### src/rtl/coeff_idx_tracker.sv
// Per-coefficient greater-1/greater-2 budget tracker for one CG in reverse scan order.
// Optional CABAC_IDX_TRACK_STATS_EN adds nonzero/escape beat counters.
module coeff_idx_tracker #(
  parameter int C1FLAG_NUMBER = 4,
  parameter int C2FLAG_NUMBER = 1,
  parameter int LEVEL_W       = 16
) (
  input  logic               clk,
  input  logic               rst_n,
  input  logic               in_valid_i,
  output logic               in_ready_o,
  input  logic [LEVEL_W-1:0] in_level_i,
  input  logic               in_first_i,
  input  logic               in_last_i,
  input  logic               in_tu_start_i,
  input  logic               in_luma_i,
  input  logic               in_cg_is_dc_i,
  output logic               out_valid_o,
  input  logic               out_ready_i,
  output logic               out_sig_o,
  output logic [7:0]         out_c1Idx_o,
  output logic [7:0]         out_c2Idx_o,
  output logic [1:0]         out_c1_o,
  output logic [1:0]         out_ctx_set_o,
  output logic [7:0]         out_base_level_o,
  output logic               out_escape_o,
  output logic [LEVEL_W-1:0] out_rem_o,
  output logic               out_last_o
`ifdef CABAC_IDX_TRACK_STATS_EN
  ,
  output logic [31:0]        stat_nz_count_o,
  output logic [31:0]        stat_esc_count_o
`endif
);

  localparam logic [7:0] C1N = 8'(C1FLAG_NUMBER);
  localparam logic [7:0] C2N = 8'(C2FLAG_NUMBER);

  logic [7:0]         c1_idx_q, c1_idx_d, c2_idx_q, c2_idx_d;
  logic [1:0]         c1_q, c1_d, ctx_set_q, ctx_set_d;
  logic               prev_c1_zero_q, prev_c1_zero_d;
  logic [7:0]         c1_idx_e, c2_idx_e;
  logic [1:0]         c1_e;
  logic               sig, esc, gt1, in_budget, accept;
  logic [7:0]         base;
  logic [LEVEL_W-1:0] rem;
  logic               out_valid_q;

  assign in_ready_o  = !out_valid_q || out_ready_i;
  assign out_valid_o = out_valid_q;
  assign accept      = in_valid_i && in_ready_o;

  always_comb begin
    // in_first overrides whatever the registers hold, which also recovers a missed in_last
    c1_idx_e  = in_first_i ? 8'd0 : c1_idx_q;
    c2_idx_e  = in_first_i ? 8'd0 : c2_idx_q;
    c1_e      = in_first_i ? 2'd1 : c1_q;
    ctx_set_d = in_first_i ? {!in_cg_is_dc_i && in_luma_i, !in_tu_start_i && prev_c1_zero_q}
                           : ctx_set_q;
    in_budget = c1_idx_e < C1N;
    base      = in_budget ? ((c2_idx_e < C2N) ? 8'd3 : 8'd2) : 8'd1;
    sig       = |in_level_i;
    gt1       = in_level_i > LEVEL_W'(1);
    esc       = sig && (in_level_i >= LEVEL_W'(base));
    rem       = esc ? (in_level_i - LEVEL_W'(base)) : '0;

    c1_idx_d = c1_idx_e;
    c2_idx_d = c2_idx_e;
    c1_d     = c1_e;
    if (sig) begin
      if (c1_idx_e != 8'hFF) c1_idx_d = c1_idx_e + 8'd1;
      if (in_budget && gt1) begin
        if (c2_idx_e != 8'hFF) c2_idx_d = c2_idx_e + 8'd1;
        c1_d = 2'd0;
      end else if (in_budget && (c1_e == 2'd1 || c1_e == 2'd2)) begin
        c1_d = c1_e + 2'd1;
      end
    end
    // A zero last beat leaves c1 as-is, so its effective value is carried over
    prev_c1_zero_d = in_last_i ? (c1_d == 2'd0) : prev_c1_zero_q;
  end

  always_ff @(posedge clk or negedge rst_n) begin
    if (!rst_n) begin
      c1_idx_q       <= 8'd0;
      c2_idx_q       <= 8'd0;
      c1_q           <= 2'd1;
      ctx_set_q      <= 2'd0;
      prev_c1_zero_q <= 1'b0;
    end else if (accept) begin
      c1_idx_q       <= c1_idx_d;
      c2_idx_q       <= c2_idx_d;
      c1_q           <= c1_d;
      ctx_set_q      <= ctx_set_d;
      prev_c1_zero_q <= prev_c1_zero_d;
    end
  end

  always_ff @(posedge clk or negedge rst_n) begin
    if (!rst_n) begin
      out_valid_q      <= 1'b0;
      out_sig_o        <= 1'b0;
      out_c1Idx_o      <= 8'd0;
      out_c2Idx_o      <= 8'd0;
      out_c1_o         <= 2'd0;
      out_ctx_set_o    <= 2'd0;
      out_base_level_o <= 8'd0;
      out_escape_o     <= 1'b0;
      out_rem_o        <= '0;
      out_last_o       <= 1'b0;
    end else if (accept) begin
      out_valid_q      <= 1'b1;
      out_sig_o        <= sig;
      out_c1Idx_o      <= c1_idx_e;
      out_c2Idx_o      <= c2_idx_e;
      out_c1_o         <= c1_e;
      out_ctx_set_o    <= ctx_set_d;
      out_base_level_o <= base;
      out_escape_o     <= esc;
      out_rem_o        <= rem;
      out_last_o       <= in_last_i;
    end else if (out_ready_i) begin
      out_valid_q <= 1'b0;
    end
  end

`ifdef CABAC_IDX_TRACK_STATS_EN
  logic [31:0] nz_cnt_q, esc_cnt_q;

  always_ff @(posedge clk or negedge rst_n) begin
    if (!rst_n) begin
      nz_cnt_q  <= 32'd0;
      esc_cnt_q <= 32'd0;
    end else if (accept) begin
      nz_cnt_q  <= nz_cnt_q + {31'd0, sig};
      esc_cnt_q <= esc_cnt_q + {31'd0, esc};
    end
  end

  assign stat_nz_count_o  = nz_cnt_q;
  assign stat_esc_count_o = esc_cnt_q;
`else
  // Statistics counters are not built in this configuration.
`endif

endmodule

### config.mk
export PLATFORM = sky130hd
export DESIGN_NAME = coeff_idx_tracker
export DESIGN_NICKNAME = d
export VERILOG_FILES = /design/src/rtl/coeff_idx_tracker.sv
export SDC_FILE = /design/constraint.sdc
export NUM_CORES = 1
export LEC_CHECK = 0
export CAP_MARGIN = 20
export CORE_MARGIN = 3
export CORE_UTILIZATION = 30
export CTS_CLUSTER_SIZE = 8
export DETAILED_ROUTE_END_ITERATION = 16
export DONT_BUFFER_PORTS = 1
export GPL_ROUTABILITY_DRIVEN = 0
export PLACE_DENSITY_LB_ADDON = 0.05
export SLEW_MARGIN = 10
export SYNTH_ARGS = -nofsm -noshare
export SYNTH_HDL_FRONTEND = slang
export SYNTH_SLANG_ARGS = --single-unit
### constraint.sdc
create_clock -name clk -period 5.75 [get_ports clk]
set_input_delay 0.2875 -clock clk [delete_from_list [all_inputs] [get_ports clk]]
set_output_delay 0.2875 -clock clk [all_outputs]
set_load 0.005 [all_outputs]
==> run summary <==
max_slew headroom - 0.512
filler instances - 1038
Synth async-reset ratio - 1.00
unique cell type count in the Yosys netlist - 55
GR peak layer - met2
Die ar. - 11700 sq um
commonest non-fill, non-tap cells in the layout - 74 x nand2_1, 60 x dfrtp_1, 42 x o21ai_0
first-pass GRT wire length - 13400 um
drt first pass iters - 4
initial antenna violation count - 0
Final ANT Viol Nets - 0
largest net degree at the start of global routing - 62
post-synthesis cell area - 3120 sq um
met3 GRT Util - 0.0609
gr ovfl total - 0
worst setup path category - reg -> reg
largest cells by area after synthesis - dfrtp_1 48%, nand2_1 9.0%, o21ai_0 6.7%
Via density - 4.97
Skew-Pair Late Insertion Delay - 0.34 ns
Ports - 74
Starting Density - 0.313
hpwl dp - 5540 um
M2 GR Usage - 0.226
Critical Path RT - 5.99 ns
cts hold-fix bufs - 2
Post-Syn Area per Cell - 9.28 sq um
Post-synth EDFFs - 0
width of the die - 108 um
Synth-to-Final Area Change - 11.0%
post-CTS sizing - 0
crit end category - register
number of H-tree levels - 3
synth warn - 0
crit-path cells - or4_1 -> nor3_2 -> nor2_1 -> fa_1 -> nor4_1 -> nand3_1 -> o211ai_2 -> a21oi_1 -> a21o_1
CTS tree - done
DRT Wirelength - 8170 um
core footprint - 9950 sq um
Synth top area share - 0.482
Primary FF master, synth - dfrtp_1
row count - 36
RSZ-0062 raised after global routing - no
Total Power - 1.06 mW
layout cells sized above 1 - 0.0853
met1 Use GR - 0.200
TritonCTS buffer count - 9
max cap viols - 0
fin crit period - 3.66 ns
Slew Limit Fails - 0
Worst EP arrival - 3.90 ns
hold crit path type - in -> reg
Clock Path Buffers - 2
Critical Path Slowest Stage Cell - o211ai_2
Cell Pwr Density - 305 nW/um^2
LEAKAGE - 1.47 nW
via count of the first global-routing pass - 2393
Worst Skew - 0.00877 ns
post-synthesis sequential area ratio - 0.490
post-synth top area cell - dfrtp_1
Root Buffer - clkbuf_8
CP max stage delay - 0.65 ns
final-stage net count - 366
via count - 2351
Num Clock Sinks - 61
Max Fclk - 0.273 GHz
Die Ht - 108 um
post-synthesis register bit count - 61
most common cell after layout, fill and taps aside - nand2_1
VDD IR max - 0.113 mV
Setup-failing EPs final - 0
crit-path max FO - 17
Initial DRC Count - 79
PortBufs - 0
Worst-path clk slew - 0.07 ns
routed length per placed instance - 17.3 um
setup TNS - 0 ns
antenna cells - 0
measured slew at the worst slew-check pin - 0.727 ns
Worst setup SP type - register
Total GRT Usage - 0.150
Final Hold Fails - 0
Post-CTS Setup Inserts - 0
final period utilization - 0.637
Residual DRC - 0
Post-Synthesis Cells - 336
status - finished clean
-- per-stage QoR --
stage	hold slack [ns]	std cells	setup WS [ns]	util	area, sq um
2_1_floorplan	-0.00809	341	2.85	-	3140
3_3_place_gp	-0.00631	455	2.19	0.323	3220
3_5_place_dp	-0.00650	455	2.05	0.323	3220
4_1_cts	0.0270	473	2.04	0.348	3460
5_1_grt	0.0114	473	1.73	0.348	3460
6_report	0.0454	473	2.09	0.348	3460
-- path summary, 6_finish.rpt --
kind / startpoint / end / slack (ns) / cells after the start
min: in_first_i / out_c2Idx_o[5]$_DFFE_PN0P_ / 0.05 / 1
max reg2reg: c1_idx_q[5]$_DFFE_PN0P_ / out_rem_o[4]$_DFFE_PN0P_ / 2.09 / 9
min reg2reg: out_c1Idx_o[7]$_DFFE_PN0P_ / out_c1Idx_o[7]$_DFFE_PN0P_ / 0.51 / 2
min in group asynchronous: rst_n / out_rem_o[4]$_DFFE_PN0P_ / 0.48 / 2
max in group asynchronous: rst_n / c1_idx_q[3]$_DFFE_PN0P_ / 4.97 / 2
max: c1_idx_q[5]$_DFFE_PN0P_ / out_rem_o[4]$_DFFE_PN0P_ / 2.09 / 9
-- routing by layer --
metal / part of all wire / routed length [um]
met1: 0.48 / 3960
met2: 0.43 / 3470
met3: 0.079 / 644
met4: 0.012 / 97
met5: 0 / 0
-- cells by family after synthesis --
family / after synthesis / share of synthesized area
flops: 61 / 0.490
compound gates: 67 / 0.130
fa+ha+maj: 6 / 0.0265
other cells: 1 / 0.00120
buf+inv: 32 / 0.0465
simple gates: 144 / 0.232
mux: 5 / 0.0177
xor+xnor: 20 / 0.0562
-- cell type report --
cell class	count	area (sq um)	area share
tap	133	166	0.0481
multi-input combinational	248	1470	0.424
timing repair buffer	4	52.6	0.0152
clock inverter	5	75.1	0.0217
inverter	11	41.3	0.0119
sequential	61	1530	0.441
clock buffer	11	131	0.0380
-- Yosys cell counts (all sizes together) (2+ instances only) --
cell	n
nor4	9
nor2b	4
nand2	75
ha	5
dfrtp	60
xor2	6
nor3	11
nand2b	7
o211ai	2
o21ai	43
inv	11
and3	2
or4	5
clkbuf	11
o31ai	5
nor2	7
a21oi	4
buf	10
and4b	2
nand3	10
xnor2	14
mux2	4
a31oi	2
or3	2
nand4	4
-- registers in the layout, indices dropped and copies added (netlist names) --
signal / flops
out_c1Idx_o: 8
out_rem_o: 16
out_ctx_set_o: 2
c2_idx_q: 8
out_escape_o: 1
out_valid_o: 1
out_last_o: 1
out_sig_o: 1
out_c1_o: 2
out_base_level_o: 2
c1_q: 2
c1_idx_q: 8
prev_c1_zero_q: 1
out_c2Idx_o: 8
-- report_power, final --
| group | internal [mW] | switching (mW) |
|---|---|---|
| Clock | 0.242 | 0.174 |
| Sequential | 0.476 | 0.0380 |
| Combinational | 0.0481 | 0.0781 |
-- worst max-delay path, delay by kind of cell, from the launching register on --
kind	cells	cell delay [ns]
AND/OR/NAND/NOR	5	1.71
AO/OA/AOI/OAI	3	0.91
adder cells (fa/ha/maj)	1	0.51
flip-flops	1	0.41
Power figures use the tool's default switching activity.
